[config.mk]
export PLATFORM = sky130hd
export DESIGN_NAME = updi_txn_flat
export DESIGN_NICKNAME = d
export VERILOG_FILES = /design/src/rtl/updi_txn_pkg.sv /design/src/rtl/updi_txn_if.sv /design/src/rtl/fifo.sv /design/src/rtl/updi_txn.sv /design/src/flat_wrapper.sv
export SDC_FILE = /design/constraint.sdc
export NUM_CORES = 1
export LEC_CHECK = 0
export ABC_AREA = 1
export ABC_CLOCK_PERIOD_IN_PS = 8200
export CAP_MARGIN = 20
export CORE_AREA = 2 2 173 175
export DETAILED_ROUTE_END_ITERATION = 7
export DIE_AREA = 0 0 175 177
export PLACE_DENSITY_LB_ADDON = 0.25
export SYNTH_ARGS = -nofsm -noshare
export SYNTH_HDL_FRONTEND = slang
export SYNTH_SLANG_ARGS = --single-unit
[constraint.sdc]
create_clock -name clk -period 8.2 [get_ports clk]
set_input_delay 1.23 -clock clk [delete_from_list [all_inputs] [get_ports clk]]
set_output_delay 1.23 -clock clk [all_outputs]
set_load 0.01 [all_outputs]
[src/rtl/updi_txn_pkg.sv]
// updi_txn shared types.
// Engine state encoding for the UPDI byte transaction FSM.
package updi_txn_pkg;

  typedef enum logic [3:0] {
    IDLE,
    SEND,
    ECHO_WAIT,
    ECHO_REQ,
    ECHO_CAP,
    RESP_WAIT,
    RESP_REQ,
    RESP_CAP,
    RESP_OUT,
    DONE
  } updi_txn_state;

endpackage

[src/rtl/updi_txn_if.sv]
// updi_txn bundle: command, byte streams, status and uart_fifo side.
// slave is the engine view, master the caller/FIFO view.
interface updi_txn_if #(
  parameter int DATA_BITS    = 8,
  parameter int MAX_TX_BYTES = 16,
  parameter int MAX_RX_BYTES = 16
) ();

  localparam int TXW = $clog2(MAX_TX_BYTES + 1);
  localparam int RXW = $clog2(MAX_RX_BYTES + 1);

  logic                 cmd_start;
  logic [TXW-1:0]       cmd_tx_len;
  logic [RXW-1:0]       cmd_rx_len;
  logic                 cmd_ready;
  logic [DATA_BITS-1:0] in_data;
  logic                 in_valid;
  logic                 in_ready;
  logic [DATA_BITS-1:0] out_data;
  logic                 out_valid;
  logic                 out_ready;
  logic                 done;
  logic                 err_echo;
  logic                 err_timeout;
  logic                 err_rx;
  logic [DATA_BITS-1:0] tx_data;
  logic                 tx_fifo_wr_en;
  logic                 tx_fifo_full;
  logic [DATA_BITS-1:0] rx_data;
  logic                 rx_fifo_rd_en;
  logic                 rx_fifo_empty;
  logic                 rx_error;

  modport slave (
    input  cmd_start, cmd_tx_len, cmd_rx_len,
    input  in_data, in_valid, out_ready,
    input  tx_fifo_full, rx_data,
    input  rx_fifo_empty, rx_error,
    output cmd_ready, in_ready,
    output out_data, out_valid, done,
    output err_echo, err_timeout, err_rx,
    output tx_data, tx_fifo_wr_en,
    output rx_fifo_rd_en
  );

  modport master (
    output cmd_start, cmd_tx_len, cmd_rx_len,
    output in_data, in_valid, out_ready,
    output tx_fifo_full, rx_data,
    output rx_fifo_empty, rx_error,
    input  cmd_ready, in_ready,
    input  out_data, out_valid, done,
    input  err_echo, err_timeout, err_rx,
    input  tx_data, tx_fifo_wr_en,
    input  rx_fifo_rd_en
  );

endinterface

[src/rtl/fifo.sv]
// Generic synchronous FIFO with show-ahead read data.
// i_clr empties it in one cycle without touching storage.
module fifo #(
  parameter int DEPTH = 16,
  parameter int WIDTH = 8
) (
  input  logic             clk,
  input  logic             rst,
  input  logic             i_clr,
  input  logic             i_wr_en,
  input  logic [WIDTH-1:0] i_wr_data,
  input  logic             i_rd_en,
  output logic [WIDTH-1:0] o_rd_data,
  output logic             o_full,
  output logic             o_empty
);

  localparam int AW = (DEPTH > 1) ? $clog2(DEPTH) : 1;
  localparam int CW = $clog2(DEPTH + 1);
  localparam logic [AW-1:0] P_LAST = AW'(DEPTH - 1);
  localparam logic [CW-1:0] C_FULL = CW'(DEPTH);

  logic [WIDTH-1:0] r_mem [DEPTH];
  logic [AW-1:0]    r_wp;
  logic [AW-1:0]    r_rp;
  logic [CW-1:0]    r_cnt;
  logic             w_wr;
  logic             w_rd;

  assign o_full    = (r_cnt == C_FULL);
  assign o_empty   = (r_cnt == '0);
  assign w_wr      = i_wr_en && !o_full;
  assign w_rd      = i_rd_en && !o_empty;
  assign o_rd_data = r_mem[r_rp];

  always_ff @(posedge clk) begin
    if (w_wr) r_mem[r_wp] <= i_wr_data;
  end

  always_ff @(posedge clk) begin
    if (rst || i_clr) begin
      r_wp  <= '0;
      r_rp  <= '0;
      r_cnt <= '0;
    end else begin
      if (w_wr) r_wp <= (r_wp == P_LAST) ? '0 : r_wp + 1'b1;
      if (w_rd) r_rp <= (r_rp == P_LAST) ? '0 : r_rp + 1'b1;
      unique case ({w_wr, w_rd})
        2'b10:   r_cnt <= r_cnt + 1'b1;
        2'b01:   r_cnt <= r_cnt - 1'b1;
        default: r_cnt <= r_cnt;
      endcase
    end
  end

endmodule

[src/rtl/updi_txn.sv]
// UPDI byte transaction engine: send N bytes, drain N echoes,
// return M response bytes, with echo/timeout/line-error flags.
module updi_txn
  import updi_txn_pkg::*;
#(
  parameter int DATA_BITS      = 8,
  parameter int MAX_TX_BYTES   = 16,
  parameter int MAX_RX_BYTES   = 16,
  parameter int TIMEOUT_CYCLES = 100000
) (
  input  logic       clk,
  input  logic       rst,
  updi_txn_if.slave  bus
);

  localparam int TXW = $clog2(MAX_TX_BYTES + 1);
  localparam int RXW = $clog2(MAX_RX_BYTES + 1);
  localparam int TMW = $clog2(TIMEOUT_CYCLES + 1);
  localparam logic [TXW-1:0] TX_MAX  = TXW'(MAX_TX_BYTES);
  localparam logic [RXW-1:0] RX_MAX  = RXW'(MAX_RX_BYTES);
  localparam logic [TMW-1:0] TM_LAST = TMW'(TIMEOUT_CYCLES - 1);

  updi_txn_state r_state;
  updi_txn_state w_next;

  logic [TXW-1:0]       r_tx_len;
  logic [TXW-1:0]       r_sent;
  logic [TXW-1:0]       r_echo_cnt;
  logic [RXW-1:0]       r_rx_len;
  logic [RXW-1:0]       r_rx_cnt;
  logic [TMW-1:0]       r_tmo;
  logic [DATA_BITS-1:0] r_out_data;
  logic                 r_err_echo;
  logic                 r_err_tmo;
  logic                 r_err_rx;

  logic [TXW-1:0]       w_tx_sat;
  logic [RXW-1:0]       w_rx_sat;
  logic                 w_start;
  logic                 w_in_ready;
  logic                 w_fire;
  logic                 w_wait;
  logic                 w_tmo_evt;
  logic                 w_rd_en;
  logic                 w_out_valid;
  logic                 w_done;
  logic                 w_tx_last;
  logic                 w_echo_last;
  logic                 w_rx_last;
  logic                 w_echo_pop;
  logic                 w_echo_clr;
  logic                 w_echo_full;
  logic                 w_echo_empty;
  logic                 w_echo_bad;
  logic [DATA_BITS-1:0] w_echo_head;

  assign w_tx_sat = (bus.cmd_tx_len > TX_MAX) ? TX_MAX : bus.cmd_tx_len;
  assign w_rx_sat = (bus.cmd_rx_len > RX_MAX) ? RX_MAX : bus.cmd_rx_len;

  assign w_start     = (r_state == IDLE) && bus.cmd_start;
  assign w_fire      = bus.in_valid && w_in_ready;
  assign w_wait      = (r_state == ECHO_WAIT) || (r_state == RESP_WAIT);
  assign w_tmo_evt   = w_wait && bus.rx_fifo_empty && (r_tmo == TM_LAST);
  assign w_tx_last   = (r_sent == r_tx_len - 1'b1);
  assign w_echo_last = (r_echo_cnt == r_tx_len - 1'b1);
  assign w_rx_last   = (r_rx_cnt == r_rx_len - 1'b1);

  // An echo with nothing left to match against is also a mismatch
  assign w_echo_bad = w_echo_empty || (bus.rx_data != w_echo_head);

  fifo #(
    .DEPTH (MAX_TX_BYTES),
    .WIDTH (DATA_BITS)
  ) u_echo (
    .clk       (clk),
    .rst       (rst),
    .i_clr     (w_echo_clr),
    .i_wr_en   (w_fire),
    .i_wr_data (bus.in_data),
    .i_rd_en   (w_echo_pop),
    .o_rd_data (w_echo_head),
    .o_full    (w_echo_full),
    .o_empty   (w_echo_empty)
  );

  always_comb begin
    w_next      = r_state;
    w_in_ready  = 1'b0;
    w_rd_en     = 1'b0;
    w_out_valid = 1'b0;
    w_done      = 1'b0;
    w_echo_pop  = 1'b0;
    w_echo_clr  = 1'b0;
    unique case (r_state)
      IDLE: begin
        if (bus.cmd_start) begin
          if (w_tx_sat != '0)      w_next = SEND;
          else if (w_rx_sat != '0) w_next = RESP_WAIT;
          else                     w_next = DONE;
        end
      end
      SEND: begin
        w_in_ready = !bus.tx_fifo_full && !w_echo_full
                     && (r_sent < r_tx_len);
        if (bus.in_valid && w_in_ready && w_tx_last)
          w_next = ECHO_WAIT;
      end
      ECHO_WAIT: begin
        if (!bus.rx_fifo_empty) begin
          w_next = ECHO_REQ;
        end else if (w_tmo_evt) begin
          w_next     = DONE;
          w_echo_clr = 1'b1;
        end
      end
      ECHO_REQ: begin
        w_rd_en = 1'b1;
        w_next  = ECHO_CAP;
      end
      ECHO_CAP: begin
        w_echo_pop = 1'b1;
        if (!w_echo_last)        w_next = ECHO_WAIT;
        else if (r_rx_len != '0) w_next = RESP_WAIT;
        else                     w_next = DONE;
      end
      RESP_WAIT: begin
        if (!bus.rx_fifo_empty) begin
          w_next = RESP_REQ;
        end else if (w_tmo_evt) begin
          w_next     = DONE;
          w_echo_clr = 1'b1;
        end
      end
      RESP_REQ: begin
        w_rd_en = 1'b1;
        w_next  = RESP_CAP;
      end
      RESP_CAP: w_next = RESP_OUT;
      RESP_OUT: begin
        w_out_valid = 1'b1;
        if (bus.out_ready)
          w_next = w_rx_last ? DONE : RESP_WAIT;
      end
      DONE: begin
        w_done = 1'b1;
        w_next = IDLE;
      end
      default: w_next = IDLE;
    endcase
  end

  always_ff @(posedge clk) begin
    if (rst) begin
      r_state    <= IDLE;
      r_tx_len   <= '0;
      r_rx_len   <= '0;
      r_sent     <= '0;
      r_echo_cnt <= '0;
      r_rx_cnt   <= '0;
      r_tmo      <= '0;
      r_out_data <= '0;
      r_err_echo <= 1'b0;
      r_err_tmo  <= 1'b0;
      r_err_rx   <= 1'b0;
    end else begin
      r_state <= w_next;
      if (w_start) begin
        r_tx_len   <= w_tx_sat;
        r_rx_len   <= w_rx_sat;
        r_sent     <= '0;
        r_echo_cnt <= '0;
        r_rx_cnt   <= '0;
        r_err_echo <= 1'b0;
        r_err_tmo  <= 1'b0;
        r_err_rx   <= 1'b0;
      end
      if (w_fire) r_sent <= r_sent + 1'b1;
      if (r_state == ECHO_CAP) begin
        r_echo_cnt <= r_echo_cnt + 1'b1;
        if (w_echo_bad) r_err_echo <= 1'b1;
      end
      if (r_state == RESP_CAP) r_out_data <= bus.rx_data;
      if (w_out_valid && bus.out_ready) r_rx_cnt <= r_rx_cnt + 1'b1;
      if (w_tmo_evt) r_err_tmo <= 1'b1;
      if (bus.rx_error && (r_state != IDLE)) r_err_rx <= 1'b1;
      // Idle-wait counter: restarts whenever a wait state is left
      r_tmo <= (w_wait && (w_next == r_state)) ? r_tmo + 1'b1 : '0;
    end
  end

  assign bus.cmd_ready     = (r_state == IDLE);
  assign bus.in_ready      = w_in_ready;
  assign bus.tx_fifo_wr_en = w_fire;
  assign bus.tx_data       = (r_state == SEND) ? bus.in_data : '0;
  assign bus.rx_fifo_rd_en = w_rd_en;
  assign bus.out_data      = r_out_data;
  assign bus.out_valid     = w_out_valid;
  assign bus.done          = w_done;
  assign bus.err_echo      = r_err_echo;
  assign bus.err_timeout   = r_err_tmo;
  assign bus.err_rx        = r_err_rx;

endmodule

[src/flat_wrapper.sv]
// flat-port wrapper written by rule: the top's interface ports become plain ports
module updi_txn_flat import updi_txn_pkg::*;
#(
  parameter int DATA_BITS      = 8,
  parameter int MAX_TX_BYTES   = 16,
  parameter int MAX_RX_BYTES   = 16,
  parameter int TIMEOUT_CYCLES = 100000
)
  (clk, rst, bus_cmd_start, bus_cmd_tx_len, bus_cmd_rx_len, bus_in_data, bus_in_valid, bus_out_ready, bus_tx_fifo_full, bus_rx_data, bus_rx_fifo_empty, bus_rx_error, bus_cmd_ready, bus_in_ready, bus_out_data, bus_out_valid, bus_done, bus_err_echo, bus_err_timeout, bus_err_rx, bus_tx_data, bus_tx_fifo_wr_en, bus_rx_fifo_rd_en);
  updi_txn_if #(.DATA_BITS(DATA_BITS), .MAX_TX_BYTES(MAX_TX_BYTES), .MAX_RX_BYTES(MAX_RX_BYTES)) bus_i ();
  input  logic clk;
  input  logic rst;
  input wire logic [$bits(bus_i.cmd_start)-1:0] bus_cmd_start;
  input wire logic [$bits(bus_i.cmd_tx_len)-1:0] bus_cmd_tx_len;
  input wire logic [$bits(bus_i.cmd_rx_len)-1:0] bus_cmd_rx_len;
  input wire logic [$bits(bus_i.in_data)-1:0] bus_in_data;
  input wire logic [$bits(bus_i.in_valid)-1:0] bus_in_valid;
  input wire logic [$bits(bus_i.out_ready)-1:0] bus_out_ready;
  input wire logic [$bits(bus_i.tx_fifo_full)-1:0] bus_tx_fifo_full;
  input wire logic [$bits(bus_i.rx_data)-1:0] bus_rx_data;
  input wire logic [$bits(bus_i.rx_fifo_empty)-1:0] bus_rx_fifo_empty;
  input wire logic [$bits(bus_i.rx_error)-1:0] bus_rx_error;
  output wire logic [$bits(bus_i.cmd_ready)-1:0] bus_cmd_ready;
  output wire logic [$bits(bus_i.in_ready)-1:0] bus_in_ready;
  output wire logic [$bits(bus_i.out_data)-1:0] bus_out_data;
  output wire logic [$bits(bus_i.out_valid)-1:0] bus_out_valid;
  output wire logic [$bits(bus_i.done)-1:0] bus_done;
  output wire logic [$bits(bus_i.err_echo)-1:0] bus_err_echo;
  output wire logic [$bits(bus_i.err_timeout)-1:0] bus_err_timeout;
  output wire logic [$bits(bus_i.err_rx)-1:0] bus_err_rx;
  output wire logic [$bits(bus_i.tx_data)-1:0] bus_tx_data;
  output wire logic [$bits(bus_i.tx_fifo_wr_en)-1:0] bus_tx_fifo_wr_en;
  output wire logic [$bits(bus_i.rx_fifo_rd_en)-1:0] bus_rx_fifo_rd_en;
  assign bus_i.cmd_start = bus_cmd_start;
  assign bus_i.cmd_tx_len = bus_cmd_tx_len;
  assign bus_i.cmd_rx_len = bus_cmd_rx_len;
  assign bus_i.in_data = bus_in_data;
  assign bus_i.in_valid = bus_in_valid;
  assign bus_i.out_ready = bus_out_ready;
  assign bus_i.tx_fifo_full = bus_tx_fifo_full;
  assign bus_i.rx_data = bus_rx_data;
  assign bus_i.rx_fifo_empty = bus_rx_fifo_empty;
  assign bus_i.rx_error = bus_rx_error;
  assign bus_cmd_ready = bus_i.cmd_ready;
  assign bus_in_ready = bus_i.in_ready;
  assign bus_out_data = bus_i.out_data;
  assign bus_out_valid = bus_i.out_valid;
  assign bus_done = bus_i.done;
  assign bus_err_echo = bus_i.err_echo;
  assign bus_err_timeout = bus_i.err_timeout;
  assign bus_err_rx = bus_i.err_rx;
  assign bus_tx_data = bus_i.tx_data;
  assign bus_tx_fifo_wr_en = bus_i.tx_fifo_wr_en;
  assign bus_rx_fifo_rd_en = bus_i.rx_fifo_rd_en;
  updi_txn #(.DATA_BITS(DATA_BITS), .MAX_TX_BYTES(MAX_TX_BYTES), .MAX_RX_BYTES(MAX_RX_BYTES), .TIMEOUT_CYCLES(TIMEOUT_CYCLES)) u_core (.clk(clk), .rst(rst), .bus(bus_i));
endmodule
[Word-level counts from Yosys, hierarchy flattened]
Memory sizes are Yosys's and may differ from the RTL's. A register that Yosys moved wholly into a read port is not among the register bits.
Index checks and enable logic that the tools add are counted.
Storage, ports and cells
  output and inout port bits: 25
  register bits: 70
  input bits: 34
  memories: 1
  word-level logic and storage cells: 123
  RAM bits: 128
Operators by class
  reductions and logical operators: 34
  $add $sub $neg: 10
  multiplexer cells: 40
  order comparisons: 3
  equality and inequality tests: 20
  bitwise gates (word level): 1
Memories
  u_core.u_echo.r_mem: words 16, bits a word 8, read ports 1, clocked after memory_dff 1, wr ports 1, line fifo.sv:23  | logic [WIDTH-1:0] r_mem [DEPTH];
Operators with widths (number)
  4-bit two-way mux: 15
  4-bit one-hot mux with 9 select lines: 1
  5-bit two-way mux: 6
  5-bit by 1-bit adder with 5-bit output, second input constant: 4
  17-bit by 1-bit adder with 17-bit output, second input constant: 1
  17-bit == test, second input constant: 1
  4-bit by 3-bit == test with 1-bit output, second input constant: 4
  4-bit == test, second input constant: 4
  1-bit two-way mux: 16
  5-bit == test: 3
  5-bit nonzero test: 3
  5-bit by 1-bit subtractor with 5-bit output, second input constant: 3
  1-bit logical AND: 13
  2-bit nonzero test: 6
  5-bit > comparator, second input constant: 2
  5-bit one-hot mux with 2 select lines: 1
  4-bit by 1-bit adder with 4-bit output, second input constant: 2
  4-bit by 2-bit == test with 1-bit output, second input constant: 2
  8-bit two-way mux: 1
  8-bit inequality test: 1
  2-bit OR reduction: 3
  5-bit == test, second input constant: 1
  5-bit logical NOT: 1
  5-bit less-than comparator: 1
  other kinds (9): 13

[Depth between registers and ports, before layout]
  depth in word-level cells: 12
  gate-level depth with buffers: 20
  depth with buffers taken out: 20

[Cells and area by module]
A second synthesis with hierarchy kept.
Second synthesis, totals
  cells, all modules: 1073
  area total of the unflattened synthesis: 9695.5 sq um
By module, submodules not included
  fifo: seq. area each 4184.0 sq um, area each 6219.7 sq um, times used 1, cells an instance 550
  updi_txn: seq. area each 1141.1 sq um, area each 3475.8 sq um, times used 1, cells an instance 523

[Worst setup path after synthesis]
No wires, ideal clock.
  kind: input-to-reg
  start point: input bus_tx_fifo_full
  end point: register u_core.u_echo.r_cnt[4]
  path buffers: 0
  data arrival time: 3.252 ns
  setup slack: 4.826 ns
  setup time: 0.122 ns
  required time: 8.078 ns
  cell stages on the path: 15
  cells stage by stage: a31o_2 -> nor2_1 -> nand2_1 -> nor2_1 -> inv_1 -> ha_1 -> fa_1 -> nand2_1 -> nand2_1 -> a21oi_1 -> inv_1 -> a21oi_1 -> o21ai_0 -> o21ai_0 -> a21oi_1
On the way
  word-level cells in the longest chain between the ends: 8
  elaborated cells between the ends (all ways): 10
  those cells by class: eq/ne: 2; mux: 2; reduce/logical: 6
Ends and longest elaborated chain
  start, declared: line flat_wrapper.sv:19  | input wire logic [$bits(bus_i.tx_fifo_full)-1:0] bus_tx_fifo_full;
  1-bit logical NOT (*): line updi_txn.sv:103  | w_in_ready = !bus.tx_fifo_full && !w_echo_full
  1-bit logical AND (*): line updi_txn.sv:103
  1-bit logical AND (*): line updi_txn.sv:104  | && (r_sent < r_tx_len);
  1-bit two-way mux (*): line updi_txn.sv:94  | unique case (r_state)
  1-bit logical AND (*): line updi_txn.sv:61  | assign w_fire = bus.in_valid && w_in_ready;
  1-bit logical AND (*): line fifo.sv:32  | assign w_wr = i_wr_en && !o_full;
  2-bit by 1-bit == test with 1-bit output / 2-bit == test (equally long branches): line fifo.sv:48  | unique case ({w_wr, w_rd})
  5-bit one-hot mux with 2 select lines / 2-bit nonzero test (equally long branches)
  end signal, assigned: line fifo.sv:49  | 2'b10: r_cnt <= r_cnt + 1'b1;
  end signal, assigned: line fifo.sv:50  | 2'b01: r_cnt <= r_cnt - 1'b1;
  end signal, assigned: line fifo.sv:51  | default: r_cnt <= r_cnt;
  end, declared: line fifo.sv:26  | logic [CW-1:0] r_cnt;
Mark *: on every way between the ends. The rest lies on a longest branch, timed or not.
A chain may end at the register's enable or synchronous reset.

[Worst setup path in the final report]
  start point: input bus_in_data[7]
  end point: output bus_tx_data[7]
On the way
  word-level cells in the longest chain between the ends: 1
Ends and longest elaborated chain
  start, declared: line flat_wrapper.sv:16  | input wire logic [$bits(bus_i.in_data)-1:0] bus_in_data;
  8-bit two-way mux: line updi_txn.sv:194  | assign bus.tx_data = (r_state == SEND) ? bus.in_data : '0;
  end, declared: line flat_wrapper.sv:31  | output wire logic [$bits(bus_i.tx_data)-1:0] bus_tx_data;
No other way between the ends.

==> flow_summary.toml <==
[setup_path]
r2r_start = "u_core.r_tx_len[4]"
critPathKind = "in -> out"
critPathLaunch = "bus_in_data[7]"
cp_max_fo = 17
worstPathArrival_ns = 3.06
rrSetupSlack_ns = 4.88
worstReg2RegEnd = "u_core.u_echo.r_cnt[4]"
endpoint = "bus_tx_data[7]"
cp-end-kind = "output port"
critPathLaunchType = "primary input"
reg2reg_depth = 21
critPathRequiredTime_ns = 6.97

[clock_tree]
cts-root-buf = "clkbuf_16"
htree_num_levels = 1
postCtsSetupRepairBufs = 0
cts-hold-fix-buffers = 0
clk_pin_slew_ns = 0.06
clk_latency_ns = 0.52
cts.sinks = 202
cts.repair.resized = 0
cts_buffers = 24
clock_path_buffers = 3
cts_tree = "yes"

[synthesis]
synth_cell_types = 41
seq_area_frac_synth = 0.563
ys_async_sr_fraction = 0
synth_seq_cells = 202
yosysMostFrequentCell = "nand2_1"
syn_nets = 1113
ys_top_cells_by_count = "nand2_1 (223), inv_1 (131), nor2_1 (129)"
synth_area_per_cell_um2 = 8.94
synth_top_area_cell = "edfxtp_1"
synth_warnings = 0
syn_area_mm2 = 0.00946
yosysTopAreaCellShare = 0.406
syn_inst = 1058
synth_edf_count = 128
synth_area_leaders = "edfxtp_1 (41%), dfxtp_1 (16%), nand2_1 (8.8%)"
synth_flop_cell = "edfxtp_1"

[min_path]
hold_class = "reg -> reg"
hold_depth = 2

[sta]
fin_crit_ns = 4.29
hold_violations = 0
finalSetupViolCount = 0
fmax_mhz = 233
maxSlewViolCount = 0
fin_tns_setup_ns = 0
clock_skew_ns = 0.0219
fin_crit_sh = 0.523
rsz0062_at_grt = "false"
tightestPinTransition_ns = 1.10
slew_headroom = 0.261

[grt]
grt_antenna_before_repair = 0
grtUsageMet2 = 0.271
grt.busiest_layer = "met2"
met3_usage = 0.0268
overflow = 0
grt_pass1_vias = 6729
gr-usage-met1 = 0.201
grt_pass1_wl_mm = 37.5
grt_use_total = 0.155
grt_max_degree = 74

[routing]
drt_wl_total_mm = 24.0
dr.pass1.iters = 5
ant_nets = 0
wl_per_cell_um = 15.7
vias = 7124
viasPerCell = 4.67
drc_errors = 0
drt_iter0_markers = 564

[power]
p_switching_w = 0.000486
clockPowerShare = 0.471
p_leak_nw = 4.33
ir_worst_vdd_v = 0.000115
swShare = 0.214
p_seq_frac = 0.481
cell_internal_pwr_w = 0.00178
p_comb_frac = 0.048
powerDensity_mw_per_mm2 = 202
fin_total_pwr_w = 0.00227

[outcome]
status = "finished clean"

[die]
die_w_um = 175
dieArea_mm2 = 0.0310
num_rows = 63
ios = 59
start_util = 0.324
die_y_um = 177
core_area_mm2 = 0.0292

[placed_design]
gp_congestion = 0.836
dpl.hpwl_mm = 15.5
io_buffers = 58

[job]
maxCapViolations = 0

[finish]
final_util = 0.384
antenna_cells = 0
area_growth_pct = 18.8
fin_nets = 1175
drive_above_1_share = 0.0792
[worst min path at each step]
stage	start	endpoint	slack, ns
2_1_floorplan	u_core.r_rx_len[1]	u_core.r_rx_len[1]	0.42
3_3_place_gp	u_core.r_tmo[0]	u_core.r_tmo[0]	0.44
3_5_place_dp	u_core.bus.err_rx	u_core.bus.err_rx	0.45
4_1_cts	u_core.bus.err_rx	u_core.bus.err_rx	0.46
5_1_grt	u_core.r_tmo[0]	u_core.r_tmo[0]	0.49
6_report	u_core.bus.err_rx	u_core.bus.err_rx	0.45
[power by group through the flow]
stage	clock, W	combinational (W)	sequential, W
2_1_floorplan	0	0.0000562	0.00111
3_3_place_gp	0	0.000110	0.00111
3_5_place_dp	0	0.000110	0.00111
4_1_cts	0.00109	0.000111	0.00109
5_1_grt	0.00113	0.000122	0.00109
6_report	0.00107	0.000109	0.00109
[worst max-delay path, cell delays in order]
cell and delay [ns]:
clkdlybuf4s50_1 0.83, inv_1 0.09, nor2_1 0.28, clkdlybuf4s50_1 0.61
[cell usage in the layout (no fill, tap or decap), types with 2 or more instances in the layout]
master | netlist | routed
nand2_2 | 5 | 5
ha_1 | 20 | 20
clkinv_2 | 0 | 4
a211oi_1 | 3 | 3
a21oi_1 | 46 | 46
clkbuf_8 | 0 | 2
inv_2 | 8 | 8
dfxtp_1 | 74 | 73
buf_4 | 5 | 10
edfxtp_1 | 128 | 128
o41ai_1 | 4 | 4
inv_1 | 131 | 131
or2_2 | 4 | 4
xnor2_1 | 10 | 10
o32ai_1 | 4 | 4
nand2_1 | 223 | 223
nor3_2 | 2 | 2
nor2_2 | 17 | 17
nand3_2 | 4 | 4
xor2_1 | 22 | 22
o21ai_1 | 2 | 2
clkbuf_16 | 0 | 24
nand4_1 | 13 | 13
clkbuf_1 | 13 | 6
o211ai_1 | 9 | 9
nand3_1 | 94 | 94
nor2_1 | 129 | 129
clkdlybuf4s50_1 | 0 | 58
nor3_1 | 5 | 5
o21ai_0 | 57 | 57
bufinv_16 | 0 | 3
[state kept, by name, indices dropped and copies added, names as in the netlist, named ones only]
register and cells:
u_core.u_echo.r_cnt 5, u_core.r_echo_cnt 5, u_core.r_sent 5, u_core.r_rx_len 5
u_core.r_state 4, u_core.bus.err_rx 1, u_core.r_tx_len 5, u_core.r_tmo 17
u_core.bus.err_echo 1, u_core.r_rx_cnt 5, u_core.u_echo.r_mem 128, u_core.u_echo.r_rp 4
u_core.bus.out_data 8, u_core.u_echo.r_wp 4, u_core.bus.err_timeout 1
[layout make-up]
type | instances | area (um2)
Timing Repair Buffer | 68 | 656
Clock buffer | 32 | 651
Multi-Input combinational cell | 685 | 3450
Inverter | 139 | 522
Tap cell | 390 | 488
Fill cell | 2916 | 18000
Sequential cell | 202 | 5330
Clock inverter | 11 | 146
[through the flow]
step / worst slack (ns) / cell area [um2] / hold WS (ns) / instances
3_3_place_gp: 3.92 / 10400 / 0.442 / 1483
5_1_grt: 3.86 / 11200 / 0.489 / 1527
2_1_floorplan: 4.83 / 9460 / 0.423 / 1058
6_report: 3.91 / 11200 / 0.453 / 1527
3_5_place_dp: 3.97 / 10400 / 0.448 / 1483
4_1_cts: 3.95 / 11200 / 0.457 / 1526
[layer usage]
| layer | share of wire | vias up | wire, um |
|---|---|---|---|
| li1 | - | 3611 | - |
| met1 | 0.45 | 3338 | 10800 |
| met2 | 0.49 | 144 | 11800 |
| met3 | 0.048 | 31 | 1150 |
| met4 | 0.014 | 0 | 339 |
| met5 | 0 | - | 0 |
[logic make-up (layout without fill, tap and decap cells)]
| family | Yosys count | in the layout | synth area share |
|---|---|---|---|
| and+or+nand+nor | 503 | 503 | 0.231 |
| buffers and inverters | 171 | 250 | 0.0721 |
| xor gates and xnor gates | 32 | 32 | 0.0296 |
| AOI/OAI and AO/OA | 129 | 129 | 0.0760 |
| DFF | 202 | 202 | 0.563 |
| adders and majority gates | 21 | 21 | 0.0286 |
(Power assumes the default switching activity.)
